--- src/rtl/alu_pkg.sv ---
// Shared constants and types for the ALU command scheduler and its FIFOs.
package alu_pkg;

  localparam int ALU_OPW  = 8;
  localparam int ALU_RESW = 16;
  localparam int ALU_FNW  = 3;

  // alucon function codes
  localparam logic [ALU_FNW-1:0] FN_ADD  = 3'd0;
  localparam logic [ALU_FNW-1:0] FN_SUB  = 3'd1;
  localparam logic [ALU_FNW-1:0] FN_MUL  = 3'd2;
  localparam logic [ALU_FNW-1:0] FN_XOR  = 3'd3;
  localparam logic [ALU_FNW-1:0] FN_AND  = 3'd4;
  localparam logic [ALU_FNW-1:0] FN_OR   = 3'd5;
  localparam logic [ALU_FNW-1:0] FN_XNOR = 3'd6;
  localparam logic [ALU_FNW-1:0] FN_NAND = 3'd7;

  typedef logic [ALU_FNW-1:0] alu_fn_t;

  // Command FIFO entry: function plus both operands
  typedef struct packed {
    alu_fn_t              fn;
    logic [ALU_OPW-1:0]   op1;
    logic [ALU_OPW-1:0]   op2;
  } alu_cmd_t;

  // Result FIFO entry: function tag plus alucon's raw 16-bit result
  typedef struct packed {
    alu_fn_t              fn;
    logic [ALU_RESW-1:0]  data;
  } alu_res_t;

  localparam int CMD_W = $bits(alu_cmd_t);
  localparam int RES_W = $bits(alu_res_t);

endpackage

--- src/rtl/alu_sync_fifo.sv ---
// Single-clock FIFO with wrap-bit pointers; push when full and pop when
// empty are ignored. Storage is not reset, only the pointers are.
module alu_sync_fifo #(
  parameter int WIDTH = 19,
  parameter int DEPTH = 4
) (
  input  logic             clk,
  input  logic             rst,
  input  logic             push,
  input  logic [WIDTH-1:0] wdata,
  input  logic             pop,
  output logic [WIDTH-1:0] rdata,
  output logic             full,
  output logic             empty
);

  localparam int AW = $clog2(DEPTH);

  logic [AW:0]      wptr_q, wptr_d;
  logic [AW:0]      rptr_q, rptr_d;
  logic [WIDTH-1:0] mem_q [DEPTH];
  logic [WIDTH-1:0] mem_d [DEPTH];
  logic             do_push;
  logic             do_pop;

  // Full when the wrap bits differ and the index bits match
  assign full    = (wptr_q[AW] != rptr_q[AW]) && (wptr_q[AW-1:0] == rptr_q[AW-1:0]);
  assign empty   = (wptr_q == rptr_q);
  assign do_push = push && !full;
  assign do_pop  = pop && !empty;
  assign rdata   = mem_q[rptr_q[AW-1:0]];

  // Next-state for storage and pointers
  always_comb begin
    mem_d  = mem_q;
    wptr_d = wptr_q;
    rptr_d = rptr_q;
    if (do_push) begin
      mem_d[wptr_q[AW-1:0]] = wdata;
      wptr_d                = wptr_q + 1'b1;
    end
    if (do_pop) begin
      rptr_d = rptr_q + 1'b1;
    end
  end

  // Pointer and storage registers
  always_ff @(posedge clk) begin
    if (rst) begin
      wptr_q <= '0;
      rptr_q <= '0;
    end else begin
      wptr_q <= wptr_d;
      rptr_q <= rptr_d;
    end
    mem_q <= mem_d;
  end

endmodule

--- src/rtl/alu_cmd_sched.sv ---
// Issue stage in front of alucon: buffers commands, issues them against a
// result-slot credit, and collects tagged results into an output FIFO.
import alu_pkg::*;

module alu_cmd_sched #(
  parameter int CDEPTH = 4,
  parameter int RDEPTH = 4
) (
  input  logic                clk,
  input  logic                rst,
  input  logic                cmd_valid,
  output logic                cmd_ready,
  input  logic [ALU_OPW-1:0]  cmd_op1,
  input  logic [ALU_OPW-1:0]  cmd_op2,
  input  logic [ALU_FNW-1:0]  cmd_fn,
  output logic                alu_enable,
  output logic [ALU_OPW-1:0]  alu_op1,
  output logic [ALU_OPW-1:0]  alu_op2,
  output logic [ALU_FNW-1:0]  alu_fn,
  input  logic [ALU_RESW-1:0] alu_result,
  input  logic                alu_valid,
  output logic                res_valid,
  input  logic                res_ready,
  output logic [ALU_RESW-1:0] res_data,
  output logic [ALU_FNW-1:0]  res_fn,
  output logic                err
);

  // Handshakes (cmd_* and res_*): a transfer happens at a posedge where
  // valid and ready are both 1. The source holds its payload stable while
  // valid is high and not yet accepted; ready never depends on valid, and
  // cmd_ready is derived only from registered state.

  localparam int UW = $clog2(RDEPTH) + 1;

  // FIFO interface
  alu_cmd_t cmd_wdata, cmd_head;
  alu_res_t res_wdata, res_head;
  logic     cmd_full, cmd_empty;
  logic     res_full, res_empty;
  logic     cmd_push, res_pop;

  // Issue / capture control
  logic     issue;
  logic     capture;
  logic     stray;

  // Registered state
  logic            live_q, live_d;
  logic [UW-1:0]   used_q, used_d;
  alu_fn_t         tag_q [2];
  alu_fn_t         tag_d [2];
  logic [1:0]      tag_cnt_q, tag_cnt_d;
  logic            alu_enable_q, alu_enable_d;
  logic [ALU_OPW-1:0] alu_op1_q, alu_op1_d;
  logic [ALU_OPW-1:0] alu_op2_q, alu_op2_d;
  alu_fn_t         alu_fn_q, alu_fn_d;
  logic            err_q, err_d;

  assign cmd_wdata = '{fn: cmd_fn, op1: cmd_op1, op2: cmd_op2};
  assign cmd_ready = live_q && !cmd_full;
  assign cmd_push  = cmd_valid && cmd_ready;

  // A command may only leave the FIFO when a result slot is reserved for it
  assign issue   = !cmd_empty && (used_q < UW'(RDEPTH));
  assign capture = alu_valid && (tag_cnt_q != 2'd0);
  assign stray   = alu_valid && (tag_cnt_q == 2'd0);

  assign res_wdata = '{fn: tag_q[0], data: alu_result};
  assign res_valid = !res_empty;
  assign res_pop   = res_valid && res_ready;
  // Head is forced to zero while empty so the outputs are defined after reset
  assign res_data  = res_empty ? '0 : res_head.data;
  assign res_fn    = res_empty ? '0 : res_head.fn;

  assign alu_enable = alu_enable_q;
  assign alu_op1    = alu_op1_q;
  assign alu_op2    = alu_op2_q;
  assign alu_fn     = alu_fn_q;
  assign err        = err_q;

  alu_sync_fifo #(
    .WIDTH (CMD_W),
    .DEPTH (CDEPTH)
  ) u_cmd_fifo (
    .clk   (clk),
    .rst   (rst),
    .push  (cmd_push),
    .wdata (cmd_wdata),
    .pop   (issue),
    .rdata (cmd_head),
    .full  (cmd_full),
    .empty (cmd_empty)
  );

  // The credit counter keeps this FIFO from ever being pushed while full
  alu_sync_fifo #(
    .WIDTH (RES_W),
    .DEPTH (RDEPTH)
  ) u_res_fifo (
    .clk   (clk),
    .rst   (rst),
    .push  (capture),
    .wdata (res_wdata),
    .pop   (res_pop),
    .rdata (res_head),
    .full  (res_full),
    .empty (res_empty)
  );

  // Credit counter: reserved = issued but not yet popped downstream
  always_comb begin
    used_d = used_q;
    case ({issue, res_pop})
      2'b10:   used_d = used_q + 1'b1;
      2'b01:   used_d = used_q - 1'b1;
      default: used_d = used_q;
    endcase
  end

  // In-flight tag queue: at most two tags (one issued this edge, one whose
  // result alucon is presenting), so a two-entry shift queue is enough
  always_comb begin
    tag_d     = tag_q;
    tag_cnt_d = tag_cnt_q;
    if (capture) begin
      tag_d[0]  = tag_q[1];
      tag_cnt_d = tag_cnt_d - 2'd1;
    end
    if (issue) begin
      tag_d[tag_cnt_d[0]] = cmd_head.fn;
      tag_cnt_d           = tag_cnt_d + 2'd1;
    end
  end

  // alucon drive: enable pulses on issue, operands hold between issues
  always_comb begin
    alu_enable_d = issue;
    alu_op1_d    = alu_op1_q;
    alu_op2_d    = alu_op2_q;
    alu_fn_d     = alu_fn_q;
    if (issue) begin
      alu_op1_d = cmd_head.op1;
      alu_op2_d = cmd_head.op2;
      alu_fn_d  = cmd_head.fn;
    end
  end

  // Sticky error for a result that no issued command is waiting for;
  // live goes high the first cycle out of reset to open cmd_ready
  always_comb begin
    err_d  = err_q | stray;
    live_d = 1'b1;
  end

  // All scheduler registers
  always_ff @(posedge clk) begin
    if (rst) begin
      live_q       <= 1'b0;
      used_q       <= '0;
      tag_q[0]     <= FN_ADD;
      tag_q[1]     <= FN_ADD;
      tag_cnt_q    <= 2'd0;
      alu_enable_q <= 1'b0;
      alu_op1_q    <= '0;
      alu_op2_q    <= '0;
      alu_fn_q     <= FN_ADD;
      err_q        <= 1'b0;
    end else begin
      live_q       <= live_d;
      used_q       <= used_d;
      tag_q        <= tag_d;
      tag_cnt_q    <= tag_cnt_d;
      alu_enable_q <= alu_enable_d;
      alu_op1_q    <= alu_op1_d;
      alu_op2_q    <= alu_op2_d;
      alu_fn_q     <= alu_fn_d;
      err_q        <= err_d;
    end
  end

  // res_full is implied by the credit scheme; it is kept only for debug visibility
  logic unused_res_full;
  assign unused_res_full = res_full;

endmodule
--- config.mk ---
export PLATFORM = sky130hd
export DESIGN_NAME = alu_cmd_sched
export DESIGN_NICKNAME = d
export VERILOG_FILES = /design/src/rtl/alu_pkg.sv /design/src/rtl/alu_sync_fifo.sv /design/src/rtl/alu_cmd_sched.sv
export SDC_FILE = /design/constraint.sdc
export NUM_CORES = 1
export LEC_CHECK = 0
export ABC_AREA = 1
export BUFFER_PORTS_ARGS = -buffer_cell sky130_fd_sc_hd__buf_2
export CORE_MARGIN = 2
export CORE_UTILIZATION = 35
export CTS_BUF_LIST = sky130_fd_sc_hd__clkbuf_8
export DETAILED_ROUTE_END_ITERATION = 7
export PLACE_DENSITY_LB_ADDON = 0.2
export SYNTH_ARGS = -nofsm -noshare
export SYNTH_HDL_FRONTEND = slang
export SYNTH_HIERARCHICAL = 1
export SYNTH_SLANG_ARGS = --single-unit
export TNS_END_PERCENT = 5
--- constraint.sdc ---
create_clock -name clk -period 3.4 [get_ports clk]
set_clock_uncertainty 0.15 [all_clocks]
set_input_delay 0.68 -clock clk [delete_from_list [all_inputs] [get_ports clk]]
set_output_delay 0.68 -clock clk [all_outputs]
set_load 0.01 [all_outputs]
==> reports/results.tsv <==
metric	value	unit
Power Total	7.177	mW
DRT iter0 DRCs	297	
root buffer cell	clkbuf_8	
Initial Utilization	35.62	%
unrepaired setup endpoints after global routing	false	
filler cell count	2241	
pin count of the biggest net entering global routing	43	
PwrDens	780.2	nW/um2
Register Area	5465	um2
Port Buffers	81	
antenna viol nets, final	0	
WP data required	2570	ps
DRC	0	
GPL Wtd Cong	0.7074	
DRT Pass-1 Iters	6	
post-placement cell area	8766	um2
synthesized area	8064	um2
chip width	155.8	um
share of cells above drive strength 1	18.26	%
fin crit share	92.07	%
Flop pwr share	42.5	%
Worst Setup Path Type	flip-flop to output port	
Place WS	739.2	ps
nets	868	
max-cap violations	0	
commonest non-fill, non-tap cell in the layout	nor2_1	
number of global-route vias before repair	5186	
wire per inst	15.19	um
clk slew on worst S/H paths	120	ps
outcome	finished, final reports clean	
clock sink total	197	
Core Box Area	22640	um2
via count	5283	
Leak	3.627	nW
Total GRT Usage	14.51	%
Hold Fails Final Rpt	0	
H-tree depth	4	
Syn Inst Count	730	
GR Overflow Total	0	
hold crit path type	primary input to flip-flop	
Final min period	3131	ps
area of the multi-input gates	2126	um2
Design Area, Final	9199	um2
YS warnings	6	
Internal	4.373	mW
Logic pwr share	36.0	%
net switching power	2.804	mW
initial antenna violation count	2	
Layout area overhead	14.07	%
critical path fanouts, max	30	
DPL Wire Length	10090	um
startpoint types	flip-flop	
total wire length	16910	um
Clk pwr share	21.5	%
I/O pins	82	
utilization after layout	40.63	%
hold-fix buffers at CTS	0	
most frequent cells in the layout	160 x nor2_1, 152 x edfxtp_1, 92 x o21ai_0	
Final WS setup	269.5	ps
die area	24270	um2
hold path cells	1	
post_cts resized	0	
CTS tree	yes	
die height	155.8	um
Avg Inst Size Synth	11.05	um2
worst ir drop on vdd	0.3629	mV
Final setup viols	0	
Critical Path AT	2300	ps
fmax	319.4	MHz
Slew Limit Fails	0	
first-pass GRT wire length	27190	um
Longest Clk Path Bufs	2	
Worst R2R Path Depth	13	
syn nets	784	
Post-CTS Setup Bufs	0	
Num CTS Buffers	17	
Clk Latency, worst-skew pair	460	ps
Slew HR	45.17	%
FP Rows	55	
Setup TNS	0	ps
endpoint type of the worst setup path	output port	
switch share	39.07	%
DR vias/cell	4.747	
Least-Margin Pin Slew	821.6	ps
## layout make-up
| type | instances | share of cell area, % |
|---|---|---|
| Inverter | 72 | 2.938 |
| Clock buffer | 18 | 2.693 |
| Multi-Input combinational cell | 426 | 23.11 |
| Timing Repair Buffer | 100 | 5.958 |
| Sequential cell | 197 | 59.41 |
| Clock inverter | 14 | 1.986 |
| Antenna cell | 1 | 0.02720 |
| Tap cell | 285 | 3.876 |
## flip-flops by register name, summed over array words and instances (netlist names)
name and count:
u_res_fifo/rptr_q 3, tag_q 3, u_cmd_fifo/wptr_q 3, res_wdata 3, alu_fn 3, alu_op2 8, u_res_fifo/wptr_q 3, alu_op1 8
u_cmd_fifo/rptr_q 3, err 1, u_cmd_fifo/mem_q 76, alu_enable 1, live_q 1, used_q 3, tag_cnt_q 2, u_res_fifo/mem_q 76
## through the flow
| step | hold WS, ps | instances |
|---|---|---|
| floorplan | 271.7 | 730 |
| global placement | 292.2 | 1080 |
| detailed placement | 298.9 | 1080 |
| CTS | 233.4 | 1112 |
| global route | 235.0 | 1112 |
| finish | 265.0 | 1113 |
## worst max-delay path, stage by stage, from the launching register on
cell,delay (ps)
dfxtp_1,730
buf_4,420
o21ai_0,140
o22ai_1,160
inv_1,60
nor2_1,150
buf_2,160
## power by group through the flow
stage          clock, mW  sequential [mW]  combinational (mW)
4_1_cts             1.60             3.06                2.65
6_report            1.54             3.05                2.58
5_1_grt             1.68             3.09                2.97
3_3_place_gp           0             3.11                2.63
2_1_floorplan          0             3.12                1.84
3_5_place_dp           0             3.11                2.64
## worst paths after layout
| path | startpoint | end | slack [ps] |
|---|---|---|---|
| setup / recovery | u_res_fifo/rptr_q[0]$_SDFFE_PP0P_ | res_data[5] | 270 |
| hold / removal | cmd_op2[3] | u_cmd_fifo/mem_q[60]$_DFFE_PP_ | 270 |
| setup reg to reg | u_res_fifo/rptr_q[0]$_SDFFE_PP0P_ | used_q[2]$_SDFFE_PP0P_ | 740 |
| hold reg to reg | used_q[0]$_SDFFE_PP0P_ | used_q[0]$_SDFFE_PP0P_ | 320 |
## per-layer routing
layer | track usage [%] | wire [um] | up-vias
met4 | 4.194 | 206 | 2
met3 | 3.556 | 646 | 18
li1 | - | - | 2663
met5 | 0 | 13 | -
met2 | 25.45 | 8292 | 92
met1 | 17.79 | 7753 | 2508
No activity file was read; power rests on OpenSTA's default activity.
